`config.mk`:
```
export PLATFORM = sky130hd
export DESIGN_NAME = mac_wlcontrol
export DESIGN_NICKNAME = d
export VERILOG_FILES = /design/src/rtl/mac_wlcontrol.sv
export SDC_FILE = /design/constraint.sdc
export NUM_CORES = 1
export LEC_CHECK = 0
export CAP_MARGIN = 20
export CORE_MARGIN = 3
export CORE_UTILIZATION = 35
export CTS_BUF_LIST = sky130_fd_sc_hd__clkbuf_8
export DETAILED_ROUTE_END_ITERATION = 10
export PLACE_DENSITY = 0.66
export REMOVE_ABC_BUFFERS = 1
export SLEW_MARGIN = 20
export SYNTH_ARGS = -nofsm -noshare
export SYNTH_HDL_FRONTEND = slang
export SYNTH_SLANG_ARGS = --single-unit
```
`constraint.sdc`:
```
create_clock -name sys_clk -period 2.11 [get_ports sys_clk]
set_clock_uncertainty 0.2 [all_clocks]
set_input_delay 0.422 -clock sys_clk [delete_from_list [all_inputs] [get_ports sys_clk]]
set_output_delay 0.422 -clock sys_clk [all_outputs]
set_load 0.02 [all_outputs]
```
`src/rtl/mac_wlcontrol.sv`:
```
// Word-line controller for one MAC array operation: DAC load, arm, WL pulse, DAC discharge.
// Optional ARM timeout is enabled by defining MAC_WL_TIMEOUT_EN.
module mac_wlcontrol #(
  parameter logic [7:0]  TIME_DAC    = 8'd10,
  parameter logic [7:0]  VOL_SET     = 8'h80,
  parameter logic [7:0]  VOL_RESET   = 8'hC0,
  parameter logic [7:0]  VOL_READ    = 8'h60
`ifdef MAC_WL_TIMEOUT_EN
  ,
  parameter logic [15:0] ARM_TIMEOUT = 16'd1000
`endif
) (
  input  logic       sys_clk,
  input  logic       sys_rst_n,
  input  logic       work_en,
  input  logic       work_mode,
  input  logic       op_mode,
  input  logic [4:0] wl_addr_in,
  input  logic [7:0] pulse_width,
  input  logic       bl_assert_en,
  output logic [7:0] wl_digital_vol,
  output logic       wl_dac_lock_en,
  output logic [4:0] wl_addr,
  output logic       wl_pulse_en,
  output logic       op_down,
  output logic       wl_busy,
  output logic       op_done,
  output logic       wl_err
);

  typedef enum logic [2:0] {
    IDLE    = 3'd0,
    DAC_SET = 3'd1,
    ARM     = 3'd2,
    PULSE   = 3'd3,
    RECOVER = 3'd4
  } state_t;

  state_t     state_q;
  logic [7:0] timer_q;
  logic [7:0] pcnt_q;
  logic [7:0] width_q;
  logic [7:0] vol_q;
  logic       lock_q;
  logic [4:0] addr_q;
  logic       pulse_q;
  logic       op_down_q;
  logic       busy_q;
  logic       op_done_q;
  logic [7:0] width_d;
  logic [7:0] vol_d;

  // A zero width still produces a single-cycle pulse.
  assign width_d = (pulse_width == 8'd0) ? 8'd1 : pulse_width;
  assign vol_d   = work_mode ? (op_mode ? VOL_SET : VOL_RESET) : VOL_READ;

`ifdef MAC_WL_TIMEOUT_EN
  logic [15:0] arm_cnt_q;
  logic        err_q;
`endif

  always_ff @(posedge sys_clk or negedge sys_rst_n) begin
    if (!sys_rst_n) begin
      state_q   <= IDLE;
      timer_q   <= 8'd0;
      pcnt_q    <= 8'd0;
      width_q   <= 8'd0;
      vol_q     <= 8'd0;
      lock_q    <= 1'b0;
      addr_q    <= 5'd0;
      pulse_q   <= 1'b0;
      op_down_q <= 1'b0;
      busy_q    <= 1'b0;
      op_done_q <= 1'b0;
`ifdef MAC_WL_TIMEOUT_EN
      arm_cnt_q <= 16'd0;
      err_q     <= 1'b0;
`endif
    end else begin
      lock_q    <= 1'b0;
      op_done_q <= 1'b0;
`ifdef MAC_WL_TIMEOUT_EN
      err_q     <= 1'b0;
`endif
      case (state_q)
        IDLE: begin
          if (work_en) begin
            state_q <= DAC_SET;
            busy_q  <= 1'b1;
            addr_q  <= wl_addr_in;
            width_q <= width_d;
            vol_q   <= vol_d;
            lock_q  <= 1'b1;
            timer_q <= TIME_DAC;
          end
        end
        DAC_SET: begin
          if (timer_q == 8'd1) begin
            state_q <= ARM;
            timer_q <= 8'd0;
`ifdef MAC_WL_TIMEOUT_EN
            arm_cnt_q <= 16'd0;
`endif
          end else begin
            timer_q <= timer_q - 8'd1;
          end
        end
        ARM: begin
          if (bl_assert_en) begin
            state_q   <= PULSE;
            pulse_q   <= 1'b1;
            pcnt_q    <= width_q;
            op_down_q <= (width_q == 8'd1);
`ifdef MAC_WL_TIMEOUT_EN
            arm_cnt_q <= 16'd0;
          end else if (arm_cnt_q == ARM_TIMEOUT - 16'd1) begin
            // BL side never answered: abandon the pulse and discharge the DAC.
            state_q   <= RECOVER;
            err_q     <= 1'b1;
            vol_q     <= 8'd0;
            lock_q    <= 1'b1;
            timer_q   <= TIME_DAC;
            arm_cnt_q <= 16'd0;
          end else begin
            arm_cnt_q <= arm_cnt_q + 16'd1;
`endif
          end
        end
        PULSE: begin
          if (pcnt_q == 8'd1) begin
            state_q   <= RECOVER;
            pulse_q   <= 1'b0;
            op_down_q <= 1'b0;
            vol_q     <= 8'd0;
            lock_q    <= 1'b1;
            timer_q   <= TIME_DAC;
            pcnt_q    <= 8'd0;
          end else begin
            pcnt_q    <= pcnt_q - 8'd1;
            op_down_q <= (pcnt_q == 8'd2);
          end
        end
        RECOVER: begin
          if (timer_q == 8'd1) begin
            state_q   <= IDLE;
            busy_q    <= 1'b0;
            op_done_q <= 1'b1;
            timer_q   <= 8'd0;
          end else begin
            timer_q <= timer_q - 8'd1;
          end
        end
        default: state_q <= IDLE;
      endcase
    end
  end

  assign wl_digital_vol = vol_q;
  assign wl_dac_lock_en = lock_q;
  assign wl_addr        = addr_q;
  assign wl_pulse_en    = pulse_q;
  assign op_down        = op_down_q;
  assign wl_busy        = busy_q;
  assign op_done        = op_done_q;
`ifdef MAC_WL_TIMEOUT_EN
  assign wl_err         = err_q;
`else
  assign wl_err         = 1'b0;
`endif

endmodule

```
==> results by group <==
Synthesis
  • Sequential area share after synthesis: about half
  • Synth top area share: 48.02%
  • Area leader, netlist: dfrtp_1
  • Async S/R FF share, synth: 100.0%
  • YS warnings: 0
  • Top cells by area, synth: dfrtp_1, mux2_2, ha_1, o21ai_0, nor4b_1
  • Mapped Area: 0.002084 mm^2
  • Seq cells post-synth: 40
  • Number of flops mapped to enable cells by yosys: 0
  • Syn_area_per_cell: 10.69 um^2
  • Dominant synthesized flop cell: dfrtp_1
  • Post-Syn Instances: ~200
  • Post-synth cell types: 50

Cells and area
  • Final #Nets: 274
  • Area delta synth->final: 36.61%
  • # diodes: 0
  • Most common cell after layout, fill and taps aside: dfrtp_1
  • Layout cell share with drive strength beyond 1: 24.30%
  • Most frequent cells in the layout: dfrtp_1, clkdlybuf4s50_1, buf_4, nor2_1, mux2_2
  • Layout Cells excl Fill: around 320

Placement
  • DP HPWL: 3321 um
  • Port Buffers: 31
  • GPL Wtd Cong: 0.8705
  • Placed instance count: a little over 300
  • Setup WS pre-CTS: -0.2502 ns

Setup path
  • CP top delay family: compound AO/OA/AOI/OAI gates
  • Crit path from: pcnt_q[1]$_DFFE_PN0P_
  • CP Data Required Time: around 2.1 ns
  • Worst setup path endpoint: timer_q[6]$_DFFE_PN0P_
  • R2R Setup Slk: 0.06 ns
  • CP max-delay cell: a221o_2
  • R2R cell count: 7
  • Worst reg2reg startpoint: pcnt_q[1]$_DFFE_PN0P_
  • Buffers & Inverters on Critical Path: 2
  • Worst path depth: 7
  • Worst setup EP type: register
  • Top cell by count, worst path: a221o_2
  • Crit path DAT: approximately 2.0 ns
  • Critical path class: register to register
  • CP Launch Type: register
  • CP Max Fanout: 7
  • Max incr delay on CP: 0.42 ns
  • Critical R2R Capture: timer_q[6]$_DFFE_PN0P_
  • Critical path, cell by cell: inv_2, ha_4, nor3b_4, buf_4, nand3_2, a221o_2, a221o_2

Global routing
  • GRT Total Usage: between 10% and 20%
  • First-pass GRT wire length: 7521 um
  • Initial antenna violation count: 0
  • GRT overflow: 0
  • Largest net degree at the start of global routing: 25
  • Via count of the first global-routing pass: 1506

Die
  • Chip height: 83.18 um
  • Initial Utilization: 36.95%
  • Die Area: 0.006918 mm^2
  • Std-Cell Core Area: 0.005642 mm^2
  • Die X: 83.18 um
  • Ports: 38
  • Row count: 27

Clocking
  • CTS Buf Count: 5
  • Clock Pin Slew Worst Setup and Hold Paths: approximately 0.080 ns
  • Clk root buf: clkbuf_8
  • Maximum clock insertion buffer count: 2
  • Clock Latency Late Sink: 0.30 ns
  • CTS tree: built
  • H-tree depth: 2
  • CTS Sinks: 40

Power
  • Leakage: 1.232 nW
  • Total chip power: 4.171 mW
  • Power per cell area: 1465 mW/mm^2
  • Maximum vdd drop: 0.5831 mV

Run status
  • Status: completed

Detailed routing
  • Pre-antenna DRT Iters: 4
  • Final wirelength: ~4600 um
  • Detail Route Antenna Nets: 0
  • DRC violation count after routing: 0
  • Routed wire per std cell: 14.39 um
  • Via/cell ratio: 5.161
  • 1st-iter DRT viols: ~150
  • Routed via count: 1667

STA
  • Crit path time final: 2.052 ns
  • Worst setup margin: 0.05800 ns
  • Fmax: 0.4873 GHz
  • Setup violations, final: 0
  • Setup TNS: 0 ns
  • Final Max Tran Viols: 0
  • Worst hold slack: 0.2858 ns
  • Setup repair after global routing missed its margin: yes
  • Period utilization: a little over nine tenths
  • Hold Vio Cnt, Final: 0
  • Slew HR: 52.33%
  • Least-Margin Pin Slew: 0.7096 ns

Worst hold path
  • Hold depth: 2
  • HP Class: register to register

Run
  • Max cap viols: 0
tightest hold or removal path: cells and delay by family (launching register included):
family,cells,cell delay (ns)
AOI/OAI and AO/OA,1,0.06
DFF,1,0.35
and+or+nand+nor,1,0.05
per-layer routing:
layer	routed length [um]	global-route usage [%]
met1	2321	20.53
met2	2044	18.59
met3	192	2.381
met4	90	5.795
met5	0	0
worst min-delay path by stage:
stage | to | slack [ns] | startpoint
2_1_floorplan | op_done$_DFF_PN0_ | -0.07 | sys_rst_n
3_3_place_gp | pcnt_q[2]$_DFFE_PN0P_ | 0.19 | sys_rst_n
3_5_place_dp | pcnt_q[2]$_DFFE_PN0P_ | 0.18 | sys_rst_n
4_1_cts | op_down$_DFFE_PN0P_ | 0.30 | op_down$_DFFE_PN0P_
5_1_grt | op_down$_DFFE_PN0P_ | 0.33 | op_down$_DFFE_PN0P_
6_report | op_down$_DFFE_PN0P_ | 0.29 | op_down$_DFFE_PN0P_
area by class of cell:
class,instances,area (um^2)
Timing Repair Buffer,57,531.8
Multi-Input combinational cell,139,1040
Inverter,7,26.28
Tap cell,72,90.09
Clock buffer,5,68.82
Clock inverter,3,90.09
Sequential cell,40,1001
Fill cell,523,2794
per-stage QoR:
step,utilization (%),instance area [um^2]
2_1_floorplan,-,2023
3_3_place_gp,46.35,2615
3_5_place_dp,46.35,2615
4_1_cts,49.68,2803
5_1_grt,50.48,2848
6_report,50.48,2848
synth_stat cells, types with 3 or more instances:
cell      instances
buf_2             4
a221o_1           4
nor4b_1           6
buf_4             6
clkbuf_1          4
a22oi_1           3
xor2_1            3
mux2_2           13
a21oi_1           6
nand2b_1          4
nor3_1            5
nor3b_1           4
nor2_1           13
o21ai_0          12
inv_1             7
xnor2_1           3
dfrtp_1          40
and3_1            4
nand2_1          12
ha_1              5
state kept, by name, indices dropped and copies added (netlist names):
name and cells:
wl_dac_lock_en 1, wl_pulse_en 1, state_q 3, wl_busy 1, timer_q 8, width_q 8, wl_digital_vol 3, wl_addr 5
op_down 1, op_done 1, pcnt_q 8
cell families (layout without fill, tap and decap cells):
group / Yosys count / in the layout / synth area share (%)
compound gates: 42 / 42 / 13.93
xor+xnor: 6 / 6 / 2.521
fa+ha+maj: 5 / 5 / 3.001
buf+inv: 21 / 72 / 5.102
flops: 40 / 40 / 48.02
mux: 15 / 15 / 7.983
other cells: 1 / 6 / 0.1799
simple gates: 65 / 65 / 19.27
timing repair:
action	CTS	global route
endpoints found under the setup margin	8	7
hold endpoints to repair	16	0
hold buffers	1	0
pin swaps	1	4
setup buffers	1	2
resized for setup	3	7
power breakdown:
group / internal (mW) / leakage, nW / switching [mW]
combinational: 0.998 / 0.669 / 0.942
sequential: 1.09 / 0.484 / 0.276
clock: 0.592 / 0.0784 / 0.278
total: 2.68 / 1.23 / 1.50
Power figures use the tool's default switching activity.
==> RTL change 1 (same settings) <==
Make the reset (`sys_rst_n`) synchronous in one clocked block.
--- a/src/rtl/mac_wlcontrol.sv
+++ b/src/rtl/mac_wlcontrol.sv
@@ -59,7 +59,7 @@
   logic        err_q;
 `endif
 
-  always_ff @(posedge sys_clk or negedge sys_rst_n) begin
+  always_ff @(posedge sys_clk) begin
     if (!sys_rst_n) begin
       state_q   <= IDLE;
       timer_q   <= 8'd0;
Behaviour: differs if sys_rst_n is asserted again (counterexample within 4 cycles, from zero or initial values and one cycle with sys_rst_n low); with sys_rst_n held inactive, the same outputs for 10 cycles.
==> RTL change 1 against the unedited design <==
Area after synthesis is 1.1% lower. Core utilization is 2.4 points lower. Cell count is 15% higher. Critical path depth is 2 lower. Non-clock buffer count is 2 lower. Wire length is 7.0% higher. Worst hold slack worse by 26 ps. Worst setup slack better by 90 ps. Sequential cell count stayed put. Cell area is 5.3% lower.
Power is not compared: it rests on default switching activity, and its combinational part moved more than twofold at a synthesized area within 25%.
==> RTL change 1: results (changes against the unedited design) <==
Parameter                              Value

Placement
  Placement-stage cell area    2570 µm² (-1.7%)
  Placed cells    363 (+17%)
  HPWL after DPL    3610 µm (+8.8%)
  Number of buffers added on ports    31 (unchanged)
  GPL Wtd Cong    0.784 (-10%)
  Dpl ws    -85.8 ps (+164 ps)

Global route
  Antenna violations before repair    0 (unchanged)
  Via count of the first global-routing pass    1779 (+18%)
  Pin count of the biggest net entering global routing    20 (-20%)
  Combined global-route utilization of all metal layers    0.157 (+0.0218)
  Wire length of the first global-routing pass    8290 µm (+10%)

Clock network
  Setup Fix Bufs, Post-CTS    0 (-1)
  Clock root buffer    sky130_fd_sc_hd__clkbuf_8
  Num CTS Buffers    5 (unchanged)
  Clock-pin slew on the worst setup and hold paths    90 ps
  Clock latency at the later pin of the worst-skew pair    300 ps (about the same)
  Clock Tree Buf Depth    2 (unchanged)

Critical path
  Critical Path Fanout Max    6 (-1)
  Arrival time worst endpoint    1940 ps (-90 ps)
  Slowest Stage Delay on Critical Path    400 ps (-20 ps)
  Library cell contributing the largest single delay on the critical path    sky130_fd_sc_hd__o311ai_4

Drt
  Routed wire length per instance    13.4 µm (-6.8%)
  Vias post-DR    1939 (+16%)
  Vias per cell    5.23 (+1.3%)
  Initial drt markers    89 (-40%)
  Drt first pass iters    4 (unchanged)

Worst hold path
  Path class of the lowest-slack min-delay path    reg -> reg

Run status
  Result of the run    completed

Yosys
  Cells taking the most area after synthesis    sky130_fd_sc_hd__dfxtp_1 (39%), sky130_fd_sc_hd__nand2_1 (8.0%), sky130_fd_sc_hd__a21oi_1 (6.8%)
  Top cell types by occurrence after synthesis    sky130_fd_sc_hd__nand2_1 (44), sky130_fd_sc_hd__dfxtp_1 (40), sky130_fd_sc_hd__a21oi_1 (28)
  Complex-gate fraction of the synthesized area    0.210 (+0.0707)
  Xor/xnor share of the synthesized area    0.0127 (-0.0125)
  Synth async-reset ratio    0 (-1.00)
  Per-instance average area after synthesis    8.28 µm² (-23%)
  Synthesized-area fraction occupied by adder cells    0.0303 (+0.000328)
  Mux share of post-synthesis cell area    0.00485 (-0.0750)
  Synth cell types    49 (-2.0%)
  Synth warnings    0 (unchanged)
  Seq/Total Area, Yosys    0.388 (-0.0918)

Power
  Switching share of power    0.290
  IR drop worst, VDD    0.000340 V
  Static leakage power    0.978 nW

Finish
  Antenna diodes    0 (unchanged)
  Share of layout cells above drive strength 1    0.144 (-0.0992)
  Total Nets Final    322 (+18%)
  Largest registers in the final layout    pcnt_q: 8 flops, timer_q: 8 flops, width_q: 8 flops

Timing
  Max-slew headroom    0.631 (+0.107)
  Setup TNS Final    0 ps (unchanged)
==> RTL change 1: area by class of cell <==
cell class                      count  area, µm²
Fill cell                         581       2910
Multi-Input combinational cell    185       1140
Sequential cell                    40        802
Timing Repair Buffer               55        503
Tap cell                           72       90.1
Clock buffer                        5       68.8
Clock inverter                      3       46.3
Inverter                           11       41.3
==> RTL change 1: worst paths after layout <==
kind | startpoint | end | slack (ps) | depth (start not counted)
setup / recovery | pcnt_q[0] | timer_q[6] | 150 | 5
hold reg to reg | wl_addr[3] | wl_addr[3] | 260 | 2
setup reg to reg | pcnt_q[0] | timer_q[6] | 150 | 5
hold / removal | wl_addr[3] | wl_addr[3] | 260 | 2
==> RTL change 1: kinds of logic (layout without fill, tap and decap cells) <==
| family | after synthesis | after routing |
|---|---|---|
| and+or+nand+nor | 104 | 104 |
| xor gates and xnor gates | 3 | 3 |
| adders and majority gates | 5 | 5 |
| DFF | 40 | 40 |
| muxes | 1 | 1 |
| AOI/OAI and AO/OA | 66 | 66 |
| buffers and inverters | 29 | 74 |
| other | 1 | 6 |
==> RTL change 1: timing repair <==
action,4_1_cts,5_1_grt
hold buffers,0,0
setup endpoints to repair,0,8
resized for setup,0,3
==> RTL change 1: worst max-delay path, delay by kind of cell, from the launching register on <==
kind | cells | cell delay [ps]
AO/OA/AOI/OAI | 2 | 560
adder cells (fa/ha/maj) | 1 | 180
flip-flops | 1 | 380
AND/OR/NAND/NOR | 2 | 510
==> RTL change 1: power groups by stage <==
stage	clock network (mW)	registers, mW	logic [mW]
3_5_place_dp	0	0.874	0.396
2_1_floorplan	0	0.888	0.200
3_3_place_gp	0	0.872	0.394
5_1_grt	0.706	0.864	0.452
6_report	0.657	0.857	0.403
4_1_cts	0.673	0.857	0.398
==> RTL change 1: per-layer routing <==
metal | share of wire | GRT usage | vias up
met5 | 0 | 0 | -
met4 | 0.015 | 0.0605 | 0
met3 | 0.057 | 0.0423 | 6
met2 | 0.45 | 0.235 | 46
met1 | 0.48 | 0.214 | 904
li1 | - | - | 983
==> RTL change 2 (config.mk and constraints unchanged) <==
Without the edit above. Change the parameter `VOL_SET` from 8'h80 to 8'h40.
--- a/src/rtl/mac_wlcontrol.sv
+++ b/src/rtl/mac_wlcontrol.sv
@@ -2,7 +2,7 @@
 // Optional ARM timeout is enabled by defining MAC_WL_TIMEOUT_EN.
 module mac_wlcontrol #(
   parameter logic [7:0]  TIME_DAC    = 8'd10,
-  parameter logic [7:0]  VOL_SET     = 8'h80,
+  parameter logic [7:0]  VOL_SET     = 8'h40,
   parameter logic [7:0]  VOL_RESET   = 8'hC0,
   parameter logic [7:0]  VOL_READ    = 8'h60
 `ifdef MAC_WL_TIMEOUT_EN
Check against the original RTL: not equivalent (a bounded check fails within 4 cycles, from zero or initial values and one cycle with sys_rst_n low).
==> RTL change 2 against the unedited design <==
The flow now finishes with violations (negative setup slack). Wire length up 3.2%. Worst setup slack worse by 150 ps. Synthesized cell count up 2.6%. Power down 3.7%. Area after synthesis down 1.1%. Cell area up 1.8%. Core utilization up 1.2 points. Combinational power up 8%. Worst hold slack better by 15 ps. Critical path depth down 2. Count of clock-buffer cells in the layout unchanged. Non-clock buffer count up 13. Sequential cell count unchanged. Critical endpoint unchanged. Largest cell class unchanged. Highest routed layer unchanged.
==> RTL change 2: results (changes against the unedited design) <==
Parameter                              Value

Finish
  Signal buf overhead    0.211 (+0.0243)
  Number of fill cells in the layout    522 (-0.19%)
  Fraction of standard cell area in multi-input logic    0.354 (-0.0108)
  #MultiIn Comb    137 (-1.4%)
  Combined area of the multi-input logic cells    1030 µm² (-1.2%)
  Core utilization of the finished layout    0.517 (+0.0122)
  Inverter count    14 (+7)
  Total Nets Final    292 (+6.6%)
  Share of layout cells above drive strength 1    0.294 (+0.0507)
  Non-clock buffer count in the final layout    70 (+23%)

Yosys
  Mux share of post-synthesis cell area    0.0704 (-0.00944)
  Complex-gate fraction of the synthesized area    0.158 (+0.0185)
  Xor/xnor share of the synthesized area    0.0212 (-0.00397)
  Seq/Total Area, Yosys    0.485 (+0.00524)
  Cells taking the most area after synthesis    sky130_fd_sc_hd__dfrtp_1 (49%), sky130_fd_sc_hd__mux2_2 (6.6%), sky130_fd_sc_hd__ha_1 (3.0%)
  Top cell types by occurrence after synthesis    sky130_fd_sc_hd__dfrtp_1 (40), sky130_fd_sc_hd__nand2_1 (15), sky130_fd_sc_hd__inv_1 (14)
  Synthesized-area fraction occupied by adder cells    0.0303 (+0.000328)
  Synth cell types    51 (+2.0%)

Critical path
  Slowest Stage Delay on Critical Path    550 ps (+130 ps)
  Library cell contributing the largest single delay on the critical path    sky130_fd_sc_hd__or4_4
  Critical Path Fanout Max    3 (-4)

Placement
  GPL Wtd Cong    0.849 (-2.5%)
  Placed cells    328 (+5.5%)
  Placement-stage cell area    2660 µm² (+1.8%)
  HPWL after DPL    3550 µm (+6.8%)
  Dpl ws    -195 ps (+55.2 ps)

Global route
  Wire length of the first global-routing pass    7860 µm (+4.5%)
  Pin count of the biggest net entering global routing    16 (-36%)
  Combined global-route utilization of all metal layers    0.150 (+0.0154)

Power
  IR drop worst, VDD    0.000763 V (+31%)
  Clk. pwr    0.634 mW (-27%)
  Switching power    1.49 mW (-0.46%)
  Sequential power    1.30 mW (-4%)

Clock network
  Number of cells upsized or downsized after cts    10 (+7)

Run status
  Violated checks    negative setup slack
  Result of the run    complete, but fails checks

Drt
  Initial drt markers    105 (-30%)
  Routed wire length per instance    14.1 µm (-2.2%)
  Vias post-DR    1722 (+3.3%)

Timing
  Post-route setup slack    -96.1 ps (-154 ps)
  Setup TNS Final    -468 ps (-468 ps)
  Number of failing setup endpoints in the final timing report    9 (+9)
[RTL change 2: cell types whose count changed in the layout (fill, tap and decap cells not counted), sizes merged, moves of 3 or more]
cell | before | now
buf | 26 | 39
inv | 7 | 14
nor3 | 5 | 9
o21ai | 13 | 9
a32o | 0 | 3
nand2 | 12 | 15
nor3b | 4 | 1
xor2 | 3 | 0
[RTL change 2: path summary, 6_finish.rpt]
kind / endpoint / slack [ps] / cells past startpoint / start
setup / recovery: timer_q[6] / -100 / 5 / pcnt_q[5]
hold / removal: timer_q[6] / 300 / 1 / timer_q[6]
setup reg to reg: timer_q[6] / -100 / 5 / pcnt_q[5]
hold reg to reg: timer_q[6] / 300 / 1 / timer_q[6]
max in group asynchronous: state_q[1] / 840 / 3 / sys_rst_n
min in group asynchronous: pcnt_q[1] / 350 / 2 / sys_rst_n
[RTL change 2: layer usage]
layer  GRT usage  share of wire  vias up
met5           0              0        -
met4      0.0376         0.0092        0
met3      0.0293          0.037        4
met2       0.235           0.49       37
met1       0.214           0.46      834
li1            -              -      847
